<file path="src/rtl/decoder_pkg.sv">
// Shared decode definitions: RV32I/RV64I major opcodes, the 3-bit instruction
// type encoding presented on out_type, and the opcode -> type classifier.
package decoder_pkg;

   localparam logic [6:0] OPC_OP        = 7'b0110011;
   localparam logic [6:0] OPC_OP_IMM    = 7'b0010011;
   localparam logic [6:0] OPC_LOAD      = 7'b0000011;
   localparam logic [6:0] OPC_JALR      = 7'b1100111;
   localparam logic [6:0] OPC_STORE     = 7'b0100011;
   localparam logic [6:0] OPC_BRANCH    = 7'b1100011;
   localparam logic [6:0] OPC_LUI       = 7'b0110111;
   localparam logic [6:0] OPC_AUIPC     = 7'b0010111;
   localparam logic [6:0] OPC_JAL       = 7'b1101111;
   localparam logic [6:0] OPC_OP_IMM_32 = 7'b0011011;
   localparam logic [6:0] OPC_OP_32     = 7'b0111011;
   localparam logic [6:0] OPC_SYSTEM    = 7'b1110011;
   localparam logic [6:0] OPC_MISC_MEM  = 7'b0001111;

   typedef enum logic [2:0] {
      TYPE_R   = 3'b000,
      TYPE_I   = 3'b001,
      TYPE_S   = 3'b010,
      TYPE_B   = 3'b011,
      TYPE_U   = 3'b100,
      TYPE_J   = 3'b101,
      TYPE_INV = 3'b111
   } instr_type_e;

   // Map a major opcode to its instruction format. The word-sized RV64 opcodes
   // and the SYSTEM/MISC-MEM group are only legal when enabled by the caller;
   // compressed encodings (low bits != 11) are always illegal.
   function automatic instr_type_e classify(input logic [6:0] opc,
                                            input logic       rv64,
                                            input logic       sys_en);
      instr_type_e t;
      t = TYPE_INV;
      if (opc[1:0] == 2'b11) begin
         case (opc)
            OPC_OP:                         t = TYPE_R;
            OPC_OP_IMM, OPC_LOAD, OPC_JALR: t = TYPE_I;
            OPC_STORE:                      t = TYPE_S;
            OPC_BRANCH:                     t = TYPE_B;
            OPC_LUI, OPC_AUIPC:             t = TYPE_U;
            OPC_JAL:                        t = TYPE_J;
            OPC_OP_IMM_32:                  t = rv64   ? TYPE_I : TYPE_INV;
            OPC_OP_32:                      t = rv64   ? TYPE_R : TYPE_INV;
            OPC_SYSTEM, OPC_MISC_MEM:       t = sys_en ? TYPE_I : TYPE_INV;
            default:                        t = TYPE_INV;
         endcase
      end
      return t;
   endfunction

endpackage

</file>
<file path="src/rtl/decode_comb.sv">
// Combinational instruction decoder: raw 32-bit word -> format type,
// sign-extended immediate and illegal flag.
module decode_comb
   import decoder_pkg::*;
#(
   parameter int XLEN      = 32,
   parameter int EN_SYSTEM = 1
) (
   input  logic [31:0]     instr,
   output logic [2:0]      typ,
   output logic [XLEN-1:0] imm,
   output logic            illegal
);

   instr_type_e        t;
   logic signed [31:0] imm32;

   // Classify the opcode and assemble the 32-bit immediate for that format.
   // Every format's bit 31 is instr[31], so widening imm32 as a signed value
   // gives the sign extension to XLEN for free (U-type included).
   always_comb begin
      t     = classify(instr[6:0], (XLEN == 64), (EN_SYSTEM != 0));
      imm32 = '0;
      case (t)
         TYPE_I:  imm32 = {{20{instr[31]}}, instr[31:20]};
         TYPE_S:  imm32 = {{20{instr[31]}}, instr[31:25], instr[11:7]};
         TYPE_B:  imm32 = {{19{instr[31]}}, instr[31], instr[7], instr[30:25],
                           instr[11:8], 1'b0};
         TYPE_U:  imm32 = {instr[31:12], 12'b0};
         TYPE_J:  imm32 = {{11{instr[31]}}, instr[31], instr[19:12], instr[20],
                           instr[30:21], 1'b0};
         default: imm32 = '0;
      endcase
   end

   assign typ     = t;
   assign illegal = (t == TYPE_INV);
   assign imm     = XLEN'(imm32);

endmodule

</file>
<file path="src/rtl/decode_stage.sv">
// Registered decode stage: one output register plus a one-entry skid buffer
// holding raw {pc, instr}. in_ready depends only on skid occupancy, so there
// is no combinational path from out_ready back to fetch.
module decode_stage
   import decoder_pkg::*;
#(
   parameter int XLEN      = 32,
   parameter int PC_WIDTH  = 32,
   parameter int EN_SYSTEM = 1
) (
   input  logic                clk,
   input  logic                rst_n,
   input  logic                flush,
   input  logic                in_valid,
   output logic                in_ready,
   input  logic [PC_WIDTH-1:0] in_pc,
   input  logic [31:0]         in_instr,
   output logic                out_valid,
   input  logic                out_ready,
   output logic [PC_WIDTH-1:0] out_pc,
   output logic [6:0]          out_opcode,
   output logic [4:0]          out_rd,
   output logic [4:0]          out_rs1,
   output logic [4:0]          out_rs2,
   output logic [2:0]          out_funct3,
   output logic [6:0]          out_funct7,
   output logic [XLEN-1:0]     out_imm,
   output logic [2:0]          out_type,
   output logic                out_illegal
);

   logic                skid_valid;
   logic [PC_WIDTH-1:0] skid_pc;
   logic [31:0]         skid_instr;

   logic                in_fire;
   logic                out_load;
   logic                load_data;
   logic [PC_WIDTH-1:0] sel_pc;
   logic [31:0]         sel_instr;

   logic [2:0]          dec_type;
   logic [XLEN-1:0]     dec_imm;
   logic                dec_illegal;

   // A word is only taken while the skid is free; flush discards the offer.
   assign in_ready = !skid_valid;
   assign in_fire  = in_valid && !skid_valid && !flush;

   // Output register may be (re)loaded when empty or being consumed.
   assign out_load  = !out_valid || out_ready;
   assign load_data = !flush && out_load && (skid_valid || in_fire);

   // The skid entry is older than anything on the input, so it wins.
   assign sel_pc    = skid_valid ? skid_pc    : in_pc;
   assign sel_instr = skid_valid ? skid_instr : in_instr;

   decode_comb #(
      .XLEN      (XLEN),
      .EN_SYSTEM (EN_SYSTEM)
   ) u_decode_comb (
      .instr   (sel_instr),
      .typ     (dec_type),
      .imm     (dec_imm),
      .illegal (dec_illegal)
   );

   // Skid buffer: fills when a word is accepted while the output is stalled,
   // empties into the output register as soon as it drains.
   always_ff @(posedge clk or negedge rst_n) begin
      if (!rst_n) begin
         skid_valid <= 1'b0;
         skid_pc    <= '0;
         skid_instr <= '0;
      end else if (flush) begin
         skid_valid <= 1'b0;
      end else if (out_load) begin
         skid_valid <= 1'b0;
      end else if (in_fire) begin
         skid_valid <= 1'b1;
         skid_pc    <= in_pc;
         skid_instr <= in_instr;
      end
   end

   // Output valid: refilled from skid or input whenever the register drains.
   always_ff @(posedge clk or negedge rst_n) begin
      if (!rst_n) begin
         out_valid <= 1'b0;
      end else if (flush) begin
         out_valid <= 1'b0;
      end else if (out_load) begin
         out_valid <= skid_valid || in_fire;
      end
   end

   // Output bundle: raw fields plus decoded type/imm, held while stalled.
   always_ff @(posedge clk or negedge rst_n) begin
      if (!rst_n) begin
         out_pc      <= '0;
         out_opcode  <= '0;
         out_rd      <= '0;
         out_rs1     <= '0;
         out_rs2     <= '0;
         out_funct3  <= '0;
         out_funct7  <= '0;
         out_imm     <= '0;
         out_type    <= '0;
         out_illegal <= 1'b0;
      end else if (load_data) begin
         out_pc      <= sel_pc;
         out_opcode  <= sel_instr[6:0];
         out_rd      <= sel_instr[11:7];
         out_rs1     <= sel_instr[19:15];
         out_rs2     <= sel_instr[24:20];
         out_funct3  <= sel_instr[14:12];
         out_funct7  <= sel_instr[31:25];
         out_imm     <= dec_imm;
         out_type    <= dec_type;
         out_illegal <= dec_illegal;
      end
   end

endmodule

</file>
<file path="config.mk">
export PLATFORM = sky130hd
export DESIGN_NAME = decode_stage
export DESIGN_NICKNAME = d
export VERILOG_FILES = /design/src/rtl/decoder_pkg.sv /design/src/rtl/decode_comb.sv /design/src/rtl/decode_stage.sv
export SDC_FILE = /design/constraint.sdc
export NUM_CORES = 1
export LEC_CHECK = 0
export CORE_AREA = 8 8 153 141
export CTS_CLUSTER_DIAMETER = 80
export DETAILED_ROUTE_END_ITERATION = 6
export DIE_AREA = 0 0 161 149
export MAX_ROUTING_LAYER = met4
export PLACE_DENSITY = 0.73
export SETUP_SLACK_MARGIN = 0.05
export SYNTH_ARGS = -nofsm -noshare
export SYNTH_HDL_FRONTEND = slang
export SYNTH_SLANG_ARGS = --single-unit
</file>
<file path="constraint.sdc">
create_clock -name clk -period 1.9 [get_ports clk]
set_input_delay 0.38 -clock clk [delete_from_list [all_inputs] [get_ports clk]]
set_output_delay 0.38 -clock clk [all_outputs]
set_load 0.02 [all_outputs]
</file>
**After elaboration in Yosys (flattened, before gate mapping)**

Cells that the tools add are included.

- Flip-flop bits (word level): 166
- Logic and storage cells: 58
- Input port bits: 69
- Output and inout bits: 102

- Reductions and logical operators: 14
- Eq/ne operators: 18
- Bitwise logic cells: 2
- Multiplexer cells: 10

Operators with widths:

| kind | count |
|---|---|
| $pmux 32 s5 | 1 |
| $mux 32 | 2 |
| $eq 7x7->1 const B | 4 |
| $eq 7x6->1 const B | 3 |
| $pmux 3 s6 | 1 |
| $eq 7x5->1 const B | 2 |
| $eq 3x3->1 const B | 3 |
| $eq 7x2->1 const B | 1 |
| $eq 7x4->1 const B | 1 |
| $eq 3x2->1 const B | 2 |
| $mux 1 | 5 |
| $reduce_or 5->1 | 1 |
| $logic_and 1x1->1 | 4 |
| $eq 3x1->1 const B | 1 |
| $logic_not 1->1 | 3 |
| $mux 3 | 1 |
| $reduce_and 3->1 | 1 |
| $reduce_bool 3->1 | 1 |
| $eq 2x2->1 const B | 1 |
| $logic_or 1x1->1 | 2 |
| $not 1->1 | 2 |
| $reduce_bool 2->1 | 1 |
| $reduce_or 2->1 | 1 |

**Logic depth before layout (Yosys ltp)**

- Depth in word-level cells: 7
- Gate-level depth with buffers: 9
- Gate-level depth less buffers: 5

**Hierarchy**

From an unflattened synthesis, not the netlist that was laid out.

- Cells, all modules: 548
- Area, all modules: 7838.8 sq um

By module, submodules not included:

| module | sequential area each (sq um) | times used | area each (sq um) | cells an instance |
|---|---|---|---|---|
| decode_stage | 4154.0 | 1 | 7159.4 | 427 |
| decode_comb | 0.0 | 1 | 679.4 | 121 |

**Worst setup path before layout**

OpenSTA, ideal clock, no wires.

- Kind: register to register
- From: register skid_valid
- To: register out_imm[11]
- Data required time: 1.763 ns
- Buffers on the path: 3
- Setup time: 0.137 ns
- Arrival: 1.840 ns
- Period minus slack after synthesis: 1.976 ns
- Path slack: -0.076 ns
- Stages on the path, launching flop included: 9
- Cell sequence: dfrtp_1 buf_6 buf_12 inv_1 a31oi_1 buf_2 or4_1 a21oi_1 a32oi_1

- Elaborated cells between the ends (all ways): 28
- Classes of those cells: eq/ne (17); mux (4); reduce/logical (7)

RTL lines:

| element | RTL line | text |
|---|---|---|
| from (decl) | decode_stage.sv:32 | `logic skid_valid;` |
| from (signal assigned) | decode_stage.sv:72 | `skid_valid <= 1'b0;` |
| from (signal assigned) | decode_stage.sv:76 | `skid_valid <= 1'b0;` |
| from (signal assigned) | decode_stage.sv:78 | `skid_valid <= 1'b0;` |
| $logic_not 1->1 | n/a |  |
| net in_ready | decode_stage.sv:15 | `output logic in_ready,` |
| $logic_and 1x1->1 (2 in a row) | decode_stage.sv:48 | `assign in_fire = in_valid && !skid_valid && !flush;` |
| $logic_or 1x1->1 | decode_stage.sv:52 | `assign load_data = !flush && out_load && (skid_valid \|\| in_fire);` |
| $logic_and 1x1->1 | decode_stage.sv:52 |  |
| to (signal assigned) | decode_stage.sv:118 | `out_imm <= dec_imm;` |
| to (decl) | decode_stage.sv:27 | `output logic [XLEN-1:0] out_imm,` |

The timed path passes the listed nets, and every way through them passes these cells.
A chain may end at the register's enable or synchronous reset.

**Worst setup path after layout**

- From: register skid_valid
- To: register out_imm[18]

- Cells in the longest elaborated chain, start to end: 7
- Elaborated cells between the ends (all ways): 28
- Classes of those cells: eq/ne (17); mux (4); reduce/logical (7)

RTL lines:

| element | RTL line | text |
|---|---|---|
| $mux 32 | decode_stage.sv:56 | `assign sel_instr = skid_valid ? skid_instr : in_instr;` |
| $eq 7x5->1, or another cell as far along | decoder_pkg.sv:38 | `case (opc)` |
| $reduce_or 5->1 (no line) or $reduce_or 2->1 (tied branches) | n/a |  |
| $pmux 3 s6 | decoder_pkg.sv:38 |  |
| $mux 3 | decoder_pkg.sv:37 | `if (opc[1:0] == 2'b11) begin` |
| $eq 3x3->1, or another cell as far along | decode_comb.sv:24 | `case (t)` |
| $pmux 32 s5 | decode_comb.sv:24 |  |

Parallel ways exist; a longest one is shown, timed or not.

==> impl_metrics.yaml <==
outcome:
  outcome: "finished with violations"
  violations: "setup timing"
logic_synthesis:
  synth-main-ff-cell: "dfrtp_1"
  syn_area_um2: 7450
  ys_ff_latch: 166
  yosys.cell_types.count: 48
  synth-edff-count: 0
  ys_async_sr_fraction_pct: 100
  syn_avg_cell_area_um2: 11.7
  synth_nets: 708
  ys.warnings.count: 0
  syn_inst: 639
  synth-seq-area-share_pct: 55.8
routing:
  avgRoutedWirePerCell_um: 19.2
  drtIter0Drc: 278
  wl_mm: 22.0
  route.detailed.drc: 0
  top_layer_used: "met4"
  drtAntennaViolNets: 0
  dr.pass1.iters: 5
  route.met3.wl_mm: 1.73
  wl_met1_mm: 9.64
  vias: 5898
  vias_per_cell: 5.15
  met2_length_mm: 10.5
finish:
  mostFrequentLayoutCell: "dfrtp_1"
  layout_common_cells: "165 x dfrtp_1, 147 x clkdlybuf4s50_1, 88 x nand2_1"
  drive_above_1_share_pct: 29.4
  syn_to_final_growth_pct: 50.4
  post-route-util_pct: 59.4
  nets: 950
  final_area_um2: 11200
timing:
  tightest_slew_ps: 483
  rsz0062_at_grt: "yes"
  finalCritPeriodShare_pct: 109
  skew_ps: 10.5
  finalHoldViolCount: 0
  fin_ws_ps: -180
  setup_tns_ps: -6540
  max_freq_mhz: 481
  maxSlewHeadroom_pct: 67.8
  slew_viol_final: 0
  period_minus_slack_ps: 2080
  setup_viol: 79
  whs_ps: 466
pwr:
  ir_drop_mv: 0.660
  p_per_area_nw_per_um2: 926
  power.static_leakage_nw: 4.87
global_route:
  grt-ovfl-total: 0
  grt_pass1_vias: 5813
  grtUsageTotal_pct: 17.4
  antenna_found_initial: 1
  grt_pass1_wl_mm: 32.2
  grt_max_degree: 46
critical_path:
  cpMaxStageDelayCell: "dfrtp_4"
  cp_top_family: "flip-flops"
  critPathBufInv: 3
  startpoint: "skid_valid"
  crit_required_ps: 2210
  cp-end-kind: "flip-flop"
  r2r_slack_ps: -180
  path_max_fanout: 8
  criticalPathCategory: "flip-flop to flip-flop"
  crit_top_cell: "buf_6"
  r2r-end: "out_imm[18]"
  r2r-start: "skid_valid"
  endpoint: "out_imm[18]"
  critPathLaunchType: "flip-flop"
  ff2ff_path_depth: 8
  critical_path.max_stage_delay_ps: 570
  cp.arrival_ps: 2390
  cp_cell_sequence: "buf_6 > mux2_4 > nand3_2 > a21oi_4 > buf_12 > o31ai_4 > buf_6 > a21oi_1"
  path_depth: 8
place:
  postPlaceCellArea_um2: 9980
  place_congestion: 0.863
  dp_hpwl_mm: 14.8
  portBuffers: 170
  place_ws_ps: -405
clocking:
  htreeDepth: 4
  cts_tree: "done"
  cts.clk_slew.worst_paths_ps: 70
  clock-sinks: 166
  cts_buffers: 17
  clock_latency_ps: 430
  cts_buffer_depth: 2
  cts_root_buf: "clkbuf_16"
die:
  start_util_pct: 39.5
  rows: 48
  die_x_um: 161
  ios: 171
  dieArea_um2: 24000
  core_um2: 18900
  die_y_um: 149
run:
  cap_viol_max_count: 0
worst_hold_path:
  hp-class: "primary input to asynchronous set/reset pin"
-- metrics by stage --
stage                     std cells  total power, mW
after floorplan                 639             5.69
after global placement         1092             6.86
after detailed placement       1092             6.94
after CTS                      1130             10.4
after global routing           1145             10.9
final                          1145             10.4
-- routing by layer --
metal,GRT usage (%),up-vias
met1,21.6,2905
met2,27.2,199
li1,-,2775
met5,-,-
met4,3.19,0
met3,6.24,19
-- cell type report --
cell class,instances,area [um^2]
multi-input combinational,433,3390
tap,250,313
fill,1536,7650
antenna,1,2.50
clock buffer,17,425
inverter,1,7.51
clock inverter,15,144
sequential,166,4160
timing repair buffer,262,2770
-- cell usage after synthesis, types with 2 or more instances --
cell / instances / area, um^2
o31ai_4: 2 / 42.5
nor3_1: 7 / 35.0
or2b_1: 3 / 22.5
nand2_1: 91 / 342
nand4_1: 2 / 12.5
nand2b_1: 4 / 25.0
buf_4: 3 / 22.5
mux2_4: 2 / 30.0
mux2i_4: 3 / 67.6
a31oi_1: 3 / 18.8
a2111oi_0: 6 / 52.6
nand3_1: 3 / 15.0
a211oi_1: 10 / 75.1
mux2_2: 75 / 845
a21oi_1: 21 / 105
mux2i_1: 57 / 571
o21ai_0: 80 / 400
nor2_1: 31 / 116
a31oi_2: 5 / 62.6
buf_6: 2 / 22.5
mux2i_2: 2 / 27.5
nor4_1: 2 / 12.5
buf_1: 4 / 15.0
a22oi_1: 3 / 22.5
dfrtp_1: 166 / 4150
clkbuf_1: 14 / 52.6
buf_2: 16 / 80.1
nand3_2: 2 / 20.0
-- logic make-up after synthesis --
logic type      after synthesis  synth area share (%)
simple gates                153                  8.90
buf+inv                      41                  2.91
flops                       166                  55.8
mux                         139                  20.7
compound gates              140                  11.8
-- worst min-delay path by stage --
stage	from	end	slack (ps)	depth (start not counted)
floorplan	rst_n	out_funct3[0]	80	0
global placement	rst_n	out_rs1[1]	350	1
detailed placement	rst_n	out_rs1[1]	360	1
CTS	rst_n	out_rs1[1]	480	2
global route	rst_n	skid_valid	480	2
finish	rst_n	skid_valid	470	2
-- flip-flops by register name, indices dropped and copies added (netlist names) --
signal,cells
out_type,3
out_funct7,7
out_rs2,5
out_valid,1
out_funct3,3
skid_pc,32
out_imm,32
out_pc,32
out_opcode,7
skid_instr,32
skid_valid,1
out_rs1,5
out_illegal,1
out_rd,5
-- report_power, final --
| part | leakage [nW] | switching, mW | internal [mW] |
|---|---|---|---|
| clock | 0.279 | 1.55 | 1.84 |
| combinational | 2.54 | 1.20 | 1.25 |
| sequential | 2.05 | 0.350 | 4.18 |
-- repair_timing --
| action | CTS | global route |
|---|---|---|
| setup endpoints to repair | 71 | 130 |
| hold buffers | 1 | 0 |
| resized for setup | 52 | 52 |
| pin swaps | 9 | 7 |
| buffers inserted | 5 | 5 |
| gates cloned | 0 | 9 |
| hold endpoints to repair | 39 | 0 |
(Power assumes the default switching activity.)
